--- config.mk ---
export PLATFORM = sky130hd
export DESIGN_NAME = hc595_receiver
export DESIGN_NICKNAME = d
export VERILOG_FILES = /design/src/rtl/hc595_receiver.sv
export SDC_FILE = /design/constraint.sdc
export NUM_CORES = 1
export LEC_CHECK = 0
export BUFFER_PORTS_ARGS = -buffer_cell sky130_fd_sc_hd__buf_4
export CAP_MARGIN = 25
export CORE_MARGIN = 2
export CORE_UTILIZATION = 50
export CTS_CLUSTER_SIZE = 25
export DETAILED_ROUTE_END_ITERATION = 12
export PLACE_DENSITY_LB_ADDON = 0.08
export SLEW_MARGIN = 0
export SYNTH_ARGS = -nofsm -noshare
export SYNTH_HDL_FRONTEND = slang
export SYNTH_SLANG_ARGS = --single-unit
--- constraint.sdc ---
create_clock -name clk -period 1.64 [get_ports clk]
set_input_delay 0.082 -clock clk [delete_from_list [all_inputs] [get_ports clk]]
set_output_delay 0.082 -clock clk [all_outputs]
set_load 0.01 [all_outputs]
--- src/rtl/hc595_receiver.sv ---
// hc595_receiver: receiving end of the three-wire 74HC595 link.
// The sh_cp / st_cp / ds pins are resynchronized into clk through equal-depth
// chains so ds stays aligned with the shift clock. ds is shifted in MSB-first
// on each sh_cp rise, and the word is latched on each st_cp rise.
module hc595_receiver #(
  parameter int WIDTH       = 16,
  parameter int SYNC_STAGES = 2
) (
  input  logic             clk,
  input  logic             reset_n,
  input  logic             en,
  input  logic             sh_cp,
  input  logic             st_cp,
  input  logic             ds,
  output logic [WIDTH-1:0] data_out,
  output logic             data_valid,
  output logic             frame_err,
  output logic [7:0]       frame_cnt
);

  // The bit counter is wide enough to tell "exactly WIDTH" apart from
  // "more than WIDTH". It saturates so a very long frame never aliases
  // back to WIDTH.
  localparam int                CNT_W     = $clog2(WIDTH) + 2;
  localparam logic [CNT_W-1:0] FRAME_LEN = CNT_W'(WIDTH);
  localparam logic [CNT_W-1:0] CNT_MAX   = '1;

  logic [SYNC_STAGES-1:0] sh_sync;
  logic [SYNC_STAGES-1:0] st_sync;
  logic [SYNC_STAGES-1:0] ds_sync;
  logic                   sh_prev;
  logic                   st_prev;
  logic                   sh_s;
  logic                   st_s;
  logic                   ds_s;
  logic                   sh_rise;
  logic                   st_rise;

  logic [WIDTH-1:0]       shift_r;
  logic [CNT_W-1:0]       bit_cnt;

  // Resynchronize all three pins through equal-depth chains.
  always_ff @(posedge clk or negedge reset_n) begin
    if (!reset_n) begin
      sh_sync <= '0;
      st_sync <= '0;
      ds_sync <= '0;
    end else begin
      sh_sync <= {sh_sync[SYNC_STAGES-2:0], sh_cp};
      st_sync <= {st_sync[SYNC_STAGES-2:0], st_cp};
      ds_sync <= {ds_sync[SYNC_STAGES-2:0], ds};
    end
  end

  // Previous-value registers always track, even while disabled, so that
  // raising en never produces an edge from stale history.
  always_ff @(posedge clk or negedge reset_n) begin
    if (!reset_n) begin
      sh_prev <= 1'b0;
      st_prev <= 1'b0;
    end else begin
      sh_prev <= sh_s;
      st_prev <= st_s;
    end
  end

  // ---- edge-detect stage: synchronized values vs. previous ----
  assign sh_s    = sh_sync[SYNC_STAGES-1];
  assign st_s    = st_sync[SYNC_STAGES-1];
  assign ds_s    = ds_sync[SYNC_STAGES-1];
  assign sh_rise = sh_s & ~sh_prev;
  assign st_rise = st_s & ~st_prev;

  // Shift, count and latch. On a same-cycle shift and latch, the latch takes
  // the pre-shift word and the new bit is counted against the next frame.
  always_ff @(posedge clk or negedge reset_n) begin
    if (!reset_n) begin
      shift_r    <= '0;
      bit_cnt    <= '0;
      data_out   <= '0;
      data_valid <= 1'b0;
      frame_err  <= 1'b0;
      frame_cnt  <= '0;
    end else begin
      data_valid <= 1'b0;
      if (!en) begin
        bit_cnt <= '0;
      end else begin
        if (sh_rise) begin
          shift_r <= {shift_r[WIDTH-2:0], ds_s};
        end
        if (st_rise) begin
          data_out   <= shift_r;
          data_valid <= 1'b1;
          frame_err  <= (bit_cnt != FRAME_LEN);
          frame_cnt  <= frame_cnt + 8'd1;
          bit_cnt    <= sh_rise ? CNT_W'(1) : '0;
        end else if (sh_rise && (bit_cnt != CNT_MAX)) begin
          bit_cnt <= bit_cnt + CNT_W'(1);
        end
      end
    end
  end

endmodule

== Word-level counts from Yosys, hierarchy flattened ==
Cells that the tools add are included.

* Latch bits: 0
* Flip-flop bits (word level): 56
* Memory bits (writable): 0
* Memories: 0
* Input port bits: 6
* Bits in read-only memories: 0

* Multiplexer cells: 6
* Div/mod/pow operators: 0
* Reduce and logical (&&, ||, !) cells: 3
* Shift-type cells: 0
* Bitwise gates (word level): 4
* Multipliers: 0
* Magnitude comparators: 0
* Add/subtract/negate cells: 2
* Equal/unequal tests: 3

{| class="wikitable"
|+ Operator list
! kind !! count
|-
| $mux W6 || 3
|-
| $add A8 B1 Y8 const B || 1
|-
| $add A6 B1 Y6 const B || 1
|-
| $ne A6 B5 Y1 const B || 1
|-
| $ne A6 B6 Y1 const B || 1
|-
| $reduce_and A2 Y1 || 2
|-
| $mux W1 || 3
|-
| $ne A3 B1 Y1 const B || 1
|-
| $and A1 B1 Y1 || 2
|-
| $not A1 Y1 || 2
|-
| $logic_and A1 B1 Y1 || 1
|}

== Logic depth before layout (Yosys ltp) ==
Gate-level depths: netlist (run 1).

* Word-level depth: 6
* Mapped depth: 6

== Least setup slack after synthesis (run 1) ==
No wires, ideal clock.

* Kind: register -> register
* Start: register sh_sync[1]
* End: register shift_r[0]
* Clock period less this slack: 1.302 ns
* Cell stages (with the launch flop): 6
* Setup time: 0.125 ns
* Buffers on the path: 2
* Slack: 0.338 ns
* Arrival: 1.177 ns
* Path through: dfrtp_1 -> nor2b_2 -> buf_6 -> nand2_4 -> buf_6 -> mux2_4

* Cells in the longest elaborated chain, start to end: 2

{| class="wikitable"
|+ Ends and longest elaborated chain
! item !! RTL line !! text
|-
| start: declaration || 28 || <nowiki>logic [SYNC_STAGES-1:0] sh_sync;</nowiki>
|-
| start signal: assignment || 49 || <nowiki>sh_sync <= {sh_sync[SYNC_STAGES-2:0], sh_cp};</nowiki>
|-
| $and A1 B1 Y1 || 71 || <nowiki>assign sh_rise = sh_s & ~sh_prev;</nowiki>
|-
| $reduce_and A2 Y1 (no line) || n/a ||
|-
| end signal: assignment || 90 || <nowiki>shift_r <= {shift_r[WIDTH-2:0], ds_s};</nowiki>
|-
| end: declaration || 39 || <nowiki>logic [WIDTH-1:0] shift_r;</nowiki>
|}

No other way between the ends.
A chain may end at the register's enable or synchronous reset.

== Worst setup path in the final report (run 1) ==
* Start: register bit_cnt[0]
* End: register bit_cnt[0]

* Cells in the longest elaborated chain, start to end: 4
* Elaborated cells between the ends (all ways): 7
* Those cells by class: add/sub: 1; eq/ne: 2; mux: 3; reduce/logical: 1

{| class="wikitable"
|+ Ends and longest elaborated chain
! item !! RTL line !! text
|-
| start: declaration || 40 || <nowiki>logic [CNT_W-1:0] bit_cnt;</nowiki>
|-
| start signal: assignment || 97 || <nowiki>bit_cnt <= sh_rise ? CNT_W'(1) : '0;</nowiki>
|-
| start signal: assignment || 99 || <nowiki>bit_cnt <= bit_cnt + CNT_W'(1);</nowiki>
|-
| $add A6 B1 Y6 || 99 ||
|-
| $mux W6 || 98 || <nowiki>end else if (sh_rise && (bit_cnt != CNT_MAX)) begin</nowiki>
|-
| $mux W6 || 92 || <nowiki>if (st_rise) begin</nowiki>
|-
| $mux W6 || 86 || <nowiki>if (!en) begin</nowiki>
|}

Several ways; a longest one is shown, not always the timed one. The select of a mux whose other input is x is not followed.

==> results.json, run 1 <==
{
  "antenna_found_initial": 0,
  "synth-xor-area-share_pct": 2.765,
  "vias_per_cell": 5.116,
  "drtIter0Drc": 42,
  "grtUsageMet3_pct": 4.701,
  "r2r_slack_ns": 0.23,
  "holdCritStartpoint": "en",
  "synthAdderAreaFrac_pct": 1.693,
  "pwr-share-clk_pct": 24.0,
  "met1_usage_pct": 20.47,
  "htree_levels": 2,
  "nets": 232,
  "io_pins": 32,
  "cts_root_buf": "clkbuf_8",
  "hold_ws_ns": 0.08021,
  "std_cell_rows": 24,
  "synth_enable_flop_cells": 0,
  "ant_nets": 0,
  "area_growth_pct": 18.17,
  "clkTransAtPathRegs_ns": 0.09,
  "switching_share_pct": 27.21,
  "maxCapViolCount": 0,
  "synth_nets": 194,
  "initial_core_util_pct": 51.27,
  "maxSlewHeadroom_pct": 55.13,
  "intPower_mw": 2.324,
  "fin_skew_ns": 0.002867,
  "dr.pass1.iters": 5,
  "drc": 0,
  "grt_pass1_wl_um": 6596,
  "min_period_ns": 1.406,
  "rsz0062_at_grt": "no",
  "synth_cells": 185,
  "synth_top_area_share_pct": 63.21,
  "antenna_cells": 0,
  "routedWlPerCell_um": 13.36,
  "synth_top_family_by_area": "simple AND/OR/NAND/NOR gates",
  "p_seq_share_pct": 56.5,
  "vias": 1412,
  "globalRoute.totalOverflow": 0,
  "place.gp.congestion": 0.7279,
  "powerDensity_nw_per_um2": 1218,
  "die_h_um": 70.59,
  "grt_util_met2_pct": 28.30,
  "hold_viol": 0,
  "drive_gt1_share_pct": 26.34,
  "irDropWorstVdd_mv": 0.8282,
  "port_buffers": 31,
  "worstHoldPathCells": 2,
  "fin_crit_sh_pct": 85.70,
  "synth_ff_type": "dfrtp_1",
  "track_usage_pct": 16.67,
  "async_reset_ff_share_pct": 100.0,
  "cts_buffer_depth": 2,
  "min_to": "bit_cnt[0]",
  "syn_area_um2": 2217,
  "die_area_um2": 4983,
  "cp-start-kind": "flip-flop",
  "reg2reg_depth": 5,
  "cts_setup_buffers": 0,
  "r2r-end": "bit_cnt[0]",
  "timing.setup.tns_ns": 0,
  "crit-reg2reg-launch": "bit_cnt[0]",
  "p_leak_nw": 1.377,
  "synth-seq-cells": 56,
  "status": "finished, final reports clean",
  "yosys.area.top_type": "dfrtp_1",
  "worst_slew_pin_slew_ns": 0.6730,
  "grt-busiest-layer": "met2",
  "synth_cell_types": 31,
  "power_frac_comb_pct": 19.6,
  "cp.required_ns": 1.86,
  "worstHoldPathType": "in2reg",
  "postCtsResizedCells": 0,
  "die_w_um": 70.59,
  "core_area_um2": 4324,
  "grt_max_degree": 57,
  "yosys.area_share.simple_pct": 16.42,
  "crit_type": "reg2reg",
  "finalSetupViolations": 0,
  "switching_power_uw": 868.4,
  "synth_area_leaders": "dfrtp_1 63%, nand2_1 9.7%, mux2_4 6.8%",
  "dp_hpwl_um": 2482,
  "grt_pass1_vias": 1543,
  "synth_mux_area_share_pct": 11.17,
  "synth-compound-area-share_pct": 2.088,
  "tritoncts": "built",
  "worstSetupEndpointType": "flip-flop",
  "ys.warnings.count": 0,
  "drt_wl_total_um": 3687,
  "final_max_slew_viol_count": 0,
  "critical_path.max_fanout": 6,
  "ys_seq_area_share_pct": 63.21,
  "avgSynthCellArea_um2": 11.98,
  "clk-insertion-delay-late_ns": 0.30,
  "fmax_ghz": 0.7115,
  "clock-sinks": 56,
  "worst_ep_arrival_time_ns": 1.63,
  "numCtsBuffers": 5
}
critical path, cell delays in order, from the launching register on:
cell and delay [ns]:
dfrtp_1 0.45, ha_1 0.29, nand2_1 0.09, o21ai_1 0.21, nand3_1 0.10, a21boi_0 0.19
cell usage in the layout, fill, tap and decap left out:
cell type	Yosys	routed
a211oi_1	1	1
mux2_2	6	6
clkbuf_1	1	1
dfrtp_1	56	56
clkinvlp_4	0	1
buf_4	1	33
mux2_4	10	10
nand2_1	57	57
inv_2	1	1
nand3_1	5	5
clkbuf_8	0	6
nor2_1	4	4
a21boi_0	1	1
and4_1	1	1
nor4b_1	1	1
nand4_1	6	6
dlygate4sd3_1	0	4
xor2_1	1	1
o21ai_0	3	3
nor3_1	2	2
xnor2_1	6	6
ha_1	3	3
and3_1	2	2
nor2b_1	1	1
nand2b_1	1	1
nor2b_2	1	1
nand2_4	1	1
o21ai_1	1	1
a21oi_1	1	1
inv_1	3	3
a31oi_1	1	1
mux2i_1	3	3
worst max-delay path by stage:
stage	start	endpoint	slack, ns
after floorplan	sh_sync[1]	shift_r[0]	0.34
final	bit_cnt[0]	bit_cnt[0]	0.23
after CTS	bit_cnt[0]	bit_cnt[0]	0.23
after global placement	bit_cnt[0]	bit_cnt[1]	0.30
after global routing	bit_cnt[0]	bit_cnt[0]	0.07
after detailed placement	sh_prev	shift_r[7]	0.24
state kept, by name (all words and copies together), names as in the netlist:
| name | count |
|---|---|
| st_prev | 1 |
| sh_sync | 2 |
| sh_prev | 1 |
| data_valid | 1 |
| frame_cnt | 8 |
| frame_err | 1 |
| shift_r | 16 |
| ds_sync | 2 |
| st_sync | 2 |
| data_out | 16 |
| bit_cnt | 6 |
power by group through the flow:
stage	Clock, mW	Combinational (mW)	Sequential (mW)
2_1_floorplan	0	0.298	1.85
3_3_place_gp	0	0.614	1.82
3_5_place_dp	0	0.634	1.83
4_1_cts	0.800	0.640	1.81
5_1_grt	0.849	0.692	1.84
6_report	0.765	0.625	1.80
layout make-up:
class | count | area [µm²]
multi-input cells | 119 | 757.0
flip-flops and latches | 56 | 1401
well taps | 52 | 65.06
clock buffers | 7 | 86.33
inverters | 4 | 15.01
fillers | 377 | 1704
repair buffers | 37 | 287.8
clock inverters | 1 | 7.507
cells by family after synthesis:
| group | count (synthesis) |
|---|---|
| AND/OR/NAND/NOR | 82 |
| flip-flops | 56 |
| multiplexers | 19 |
| buffers and inverters | 10 |
| AO/OA/AOI/OAI | 8 |
| XOR/XNOR | 7 |
| adder cells (fa/ha/maj) | 3 |
per-layer routing:
metal | part of all wire [%] | vias up
met5 | 0 | -
met4 | 1.5 | 0
met3 | 4.0 | 7
met2 | 49 | 32
met1 | 45 | 692
li1 | - | 681
cell usage after synthesis, types with 2 or more instances:
library cell,number
nand2_1,57
dfrtp_1,56
mux2_4,10
mux2_2,6
nand4_1,6
xnor2_1,6
nand3_1,5
nor2_1,4
ha_1,3
inv_1,3
mux2i_1,3
o21ai_0,3
and3_1,2
buf_2,2
buf_6,2
nor3_1,2
metrics by stage:
stage | cells | power (mW) | utilization, % | setup WS, ns | instance area (µm²)
3_5_place_dp | 264 | 2.459 | 57.49 | 0.2417 | 2486
4_1_cts | 276 | 3.246 | 60.59 | 0.2268 | 2620
5_1_grt | 276 | 3.379 | 60.59 | 0.06713 | 2620
2_1_floorplan | 185 | 2.146 | - | 0.3383 | 2217
3_3_place_gp | 264 | 2.432 | 57.49 | 0.3019 | 2486
6_report | 276 | 3.192 | 60.59 | 0.2345 | 2620
timing repair:
item | 4_1_cts | 5_1_grt
hold buffers | 4 | 0
hold endpoints to repair | 59 | 0
endpoints found under the setup margin | 0 | 0
No activity file was read; power rests on OpenSTA's default activity.
==> run 2: changes to the inputs <==
--- a/config.mk
+++ b/config.mk
@@ -8,7 +8,8 @@
 export BUFFER_PORTS_ARGS = -buffer_cell sky130_fd_sc_hd__buf_4
 export CAP_MARGIN = 25
 export CORE_MARGIN = 2
-export CORE_UTILIZATION = 50
+export CORE_UTILIZATION = 40
+export CTS_CLUSTER_DIAMETER = 150
 export CTS_CLUSTER_SIZE = 25
 export DETAILED_ROUTE_END_ITERATION = 12
 export PLACE_DENSITY_LB_ADDON = 0.08
==> run 2 against run 1 <==
Clock power grew 25%. Sequential share of layout area shrank 1.4 points. Core utilization shrank 11 points. Via count grew 0.21%. Critical path type unchanged. Largest cell class unchanged.
==> results.json, run 2 (synthesis results as in run 1) <==
{
  "status": "finished, final reports clean",
  "drc": 0,
  "dp_hpwl_um": 2507,
  "die_h_um": 78.45,
  "worst_ep_arrival_time_ns": 1.56,
  "ant_nets": 0,
  "dr.pass1.iters": 4,
  "std_cell_rows": 27,
  "crit_type": "reg2reg",
  "clk-insertion-delay-late_ns": 0.30,
  "routedWlPerCell_um": 12.68,
  "cts_setup_buffers": 0,
  "hold_viol": 0,
  "multi_input_area_um2": 757.0,
  "cp.required_ns": 1.83,
  "rsz0062_at_grt": "no",
  "grt_pass1_vias": 1447,
  "area_growth_pct": 21.44,
  "numCtsBuffers": 5,
  "core_area_um2": 5439,
  "fin_skew_ns": 0.003324,
  "antenna_found_initial": 0,
  "powerDensity_nw_per_um2": 1259,
  "grt_pass1_wl_um": 6762,
  "clkTransAtPathRegs_ns": 0.09,
  "htree_levels": 2,
  "postCtsResizedCells": 0,
  "die_w_um": 78.45,
  "track_usage_pct": 13.87,
  "worstHoldPathType": "in2reg",
  "drt_wl_total_um": 3780,
  "maxCapViolCount": 0,
  "place.gp.congestion": 0.9001,
  "drtIter0Drc": 66,
  "p_leak_nw": 1.407,
  "grt_max_degree": 57,
  "cts_buffer_depth": 2,
  "initial_core_util_pct": 40.76,
  "worst_slew_pin_slew_ns": 0.6973,
  "final_max_slew_viol_count": 0,
  "drive_gt1_share_pct": 27.43,
  "vias": 1415,
  "irDropWorstVdd_mv": 0.6956,
  "min_period_ns": 1.375,
  "die_area_um2": 6154,
  "antenna_cells": 0,
  "maxSlewHeadroom_pct": 53.51,
  "cts-hold-fix-buffers": 4,
  "total_power_mw": 3.389,
  "vias_per_cell": 4.748,
  "critical_path.max_fanout": 6,
  "largestRegisters": "data_out (16), shift_r (16), frame_cnt (8)",
  "nets": 234,
  "worstSetupEndpointType": "flip-flop",
  "fmax_ghz": 0.7274,
  "seq_area_um2": 1401,
  "tritoncts": "built",
  "cts_root_buf": "clkbuf_8",
  "clock-sinks": 56,
  "nFillCells": 503,
  "cp-start-kind": "flip-flop",
  "io_pins": 32,
  "globalRoute.totalOverflow": 0,
  "timing.setup.tns_ns": 0,
  "final_common_cell": "nand2_1",
  "fin_crit_sh_pct": 83.82,
  "port_buffers": 31,
  "layout_common_cells": "57 x nand2_1, 56 x dfrtp_1, 35 x buf_4",
  "finalSetupViolations": 0
}
[run 2: changes by cell type in the layout (fill, tap and decap cells not counted), sizes merged]
cell	change
clkinvlp	-1
buf	+2
bufinv	+1
[run 2: metal layers]
metal,vias to the layer above,track usage (%),share of wire (%)
li1,691,-,-
met2,18,23.62,50
met1,701,17.70,46
met3,5,2.759,2.3
met5,-,0,0
met4,0,4.737,1.1
[run 2: worst paths after layout]
check                           start          to  cells past startpoint  slack [ns]
min in group asynchronous     reset_n  bit_cnt[3]                      2        0.36
max in group asynchronous     reset_n  bit_cnt[2]                      2        0.81
max                        bit_cnt[0]  bit_cnt[1]                      5        0.27
max reg2reg                bit_cnt[0]  bit_cnt[1]                      5        0.27
min reg2reg                ds_sync[0]  ds_sync[1]                      0        0.36
min                                en  bit_cnt[0]                      2        0.08
[run 2: stage by stage]
step	cells	area, µm²	hold slack, ns	worst slack, ns	utilization (%)
6_report	298	2693	0.08428	0.2653	49.51
5_1_grt	298	2693	0.08373	0.1497	49.51
4_1_cts	298	2693	0.07897	0.2703	49.51
3_5_place_dp	286	2526	0.1850	0.2895	46.45
3_3_place_gp	286	2526	0.1663	0.3543	46.45
2_1_floorplan	185	2217	-0.2136	0.3383	-
[run 2: worst max-delay path, cell delays in order, from the launching register on]
cell and delay [ns]:
dfrtp_1 0.44, ha_1 0.29, nand2_1 0.10, o21ai_1 0.19, mux2i_1 0.20, nor2_1 0.05
[run 2: layout make-up]
cell class / count / area share [%]
clock buffer: 7 / 3.578
multi-input combinational: 119 / 28.11
clock inverter: 1 / 1.115
tap: 72 / 3.346
sequential: 56 / 52.04
timing repair buffer: 39 / 11.25
inverter: 4 / 0.5576
[run 2: report_power, final]
part,leakage (nW),total [mW],internal (mW),switching [mW]
registers,0.734,1.80,1.61,0.190
logic,0.608,0.628,0.372,0.256
clock network,0.0645,0.960,0.539,0.421
total,1.41,3.39,2.52,0.868
==> run 3: changes to the inputs <==
==> constraint.sdc (replaced) <==
create_clock -name clk -period 1.1 [get_ports clk]
set_input_delay 0.055 -clock clk [delete_from_list [all_inputs] [get_ports clk]]
set_output_delay 0.055 -clock clk [all_outputs]
set_load 0.01 [all_outputs]
==> run 3 against run 2 <==
The flow now finishes with violations (negative setup slack). Core utilization up 8.4 points. Sequential share of layout area decreased by 7.5 points. Flip-flop and latch count stayed put. Final cell count is 8.4% higher. Clock power increased by 11%. Maximum frequency is 10% higher. Critical path depth decreased by 1. Global-route usage increased by 2.7 points. Clock-buffer cell count down 2. Via count rose by 8.7%.
==> results.json, run 3 (synthesis results as in run 1) <==
{
  "status": "finished, violations left",
  "failed_checks": "negative setup slack",
  "vias": 1538,
  "final.setup.worst_slack_ns": -0.1485,
  "dp_cells": 299,
  "tritoncts": "built",
  "switching_share_pct": 28.49,
  "cp_top_family": "flip-flops",
  "final_cell_count_no_fill": 323,
  "vias_per_cell": 4.762,
  "cp_slowest_cell": "dfrtp_1",
  "maxCapViolCount": 0,
  "antenna_cells": 0,
  "worstSetupEndpointType": "flip-flop",
  "slowest_delay_ns": 0.41,
  "die_area_um2": 6154,
  "numCtsBuffers": 5,
  "fin_skew_ns": 0.005582,
  "irDropWorstVdd_mv": 0.8901,
  "cts_buffer_depth": 2,
  "ant_nets": 0,
  "io_pins": 32,
  "initial_core_util_pct": 40.76,
  "antenna_found_initial": 0,
  "cts_root_buf": "clkbuf_8",
  "dp_hpwl_um": 2974,
  "die_h_um": 78.45,
  "nets": 260,
  "p_leak_nw": 1.627,
  "track_usage_pct": 16.56,
  "area_growth_pct": 42.04,
  "fin_crit_sh_pct": 113.5,
  "worstHoldPathCells": 2,
  "routedWlPerCell_um": 14.29,
  "final_max_slew_viol_count": 0,
  "clkTransAtPathRegs_ns": 0.10,
  "worst_ep_arrival_time_ns": 1.44,
  "std_cell_rows": 27,
  "p_seq_share_pct": 53.2,
  "grt_max_degree": 28,
  "rsz0062_at_grt": "yes",
  "layout_common_cells": "54 x dfrtp_1, 47 x buf_4, 39 x nand2_1",
  "maxSlewHeadroom_pct": 76.16,
  "grt_pass1_vias": 1632,
  "clock-sinks": 56,
  "final_common_cell": "dfrtp_1",
  "cp.depth": 4,
  "power_frac_comb_pct": 25.5,
  "critical_path.max_fanout": 8,
  "crit_chain": "nor2b_4, buf_6, nand2_8, mux2_4",
  "port_buffers": 31,
  "worstHoldPathType": "in2reg",
  "crit_type": "reg2reg",
  "intPower_mw": 3.591,
  "largestRegisters": "data_out (16), shift_r (16), frame_cnt (8)",
  "cp.required_ns": 1.29,
  "drtIter0Drc": 63,
  "drive_gt1_share_pct": 47.01,
  "cp_num_buf_inv": 1,
  "min_period_ns": 1.248,
  "fmax_ghz": 0.8010,
  "worst_slew_pin_slew_ns": 0.3576,
  "finalSetupViolations": 26,
  "drc": 0,
  "core_area_um2": 5439,
  "place.gp.congestion": 0.9008,
  "reg2reg_depth": 4,
  "post-route-cell-area_um2": 3149,
  "switching_power_mw": 1.431,
  "clk-insertion-delay-late_ns": 0.30,
  "grt_pass1_wl_um": 7914,
  "cp-start-kind": "flip-flop",
  "htree_levels": 2,
  "globalRoute.totalOverflow": 0,
  "hold_viol": 0,
  "drt_wl_total_um": 4615,
  "nFillCells": 455,
  "dr.pass1.iters": 6,
  "place_area_um2": 2675,
  "pwr-share-clk_pct": 21.4,
  "die_w_um": 78.45,
  "powerDensity_nw_per_um2": 1595
}
run 3: cell count changes in the layout (fill, tap and decap cells not counted), moves of 6 or more:
cell	change
nand2_1	-18
nand2_2	+15
buf_4	+12
buf_6	+8
mux2_2	-6
mux2_4	+6
run 3: per-layer routing:
| metal | GRT usage (%) | routed length, µm |
|---|---|---|
| met1 | 20.69 | 1990 |
| met2 | 29.31 | 2453 |
| met3 | 3.793 | 136 |
| met4 | 3.684 | 34 |
| met5 | 0 | 0 |
run 3: what timing repair did:
item                                   in CTS  in global routing
buffers inserted                            8                  1
gates resized for setup                    30                 28
pin swaps                                   9                 11
cloned                                      2                  2
setup endpoints to repair                  45                 34
endpoints found under the hold margin      59                  0
hold buffers                                4                  0
run 3: power by group through the flow:
stage / clock network, mW / registers, mW / logic [mW]
after floorplan: 0 / 2.76 / 0.450
after global placement: 0 / 2.68 / 1.08
after detailed placement: 0 / 2.69 / 1.11
after CTS: 1.11 / 2.66 / 1.19
after global routing: 1.20 / 2.72 / 1.40
final: 1.07 / 2.67 / 1.28
run 3: worst paths after layout:
kind | from | to | slack, ns
max | sh_prev | shift_r[3] | -0.15
min | en | bit_cnt[0] | 0.11
max reg2reg | sh_prev | shift_r[3] | -0.15
min reg2reg | ds_sync[0] | ds_sync[1] | 0.36
max in group asynchronous | reset_n | shift_r[3] | 0.44
min in group asynchronous | reset_n | shift_r[13] | 0.21
run 3: through the flow:
step	hold slack, ns	total power [mW]	setup TNS (ns)	setup WS (ns)	util (%)
after floorplan	-0.2406	3.208	-1.546	-0.1352	-
after global placement	-0.01258	3.759	-2.033	-0.1067	49.18
after detailed placement	-0.007123	3.801	-2.690	-0.1624	49.18
after CTS	0.09984	4.958	-2.370	-0.1331	55.14
after global routing	0.09651	5.321	-4.973	-0.2243	57.90
final	0.1083	5.022	-2.756	-0.1485	57.90
run 3: cell type report:
class                   instances  area [µm²]  area share (%)
inverters                       4       27.53          0.8741
repair buffers                 64       600.6           19.07
clock inverters                 2       12.51          0.3973
multi-input cells             120       945.9           30.04
flip-flops and latches         56        1404           44.58
clock buffers                   5       68.82           2.185
well taps                      72       90.09           2.861
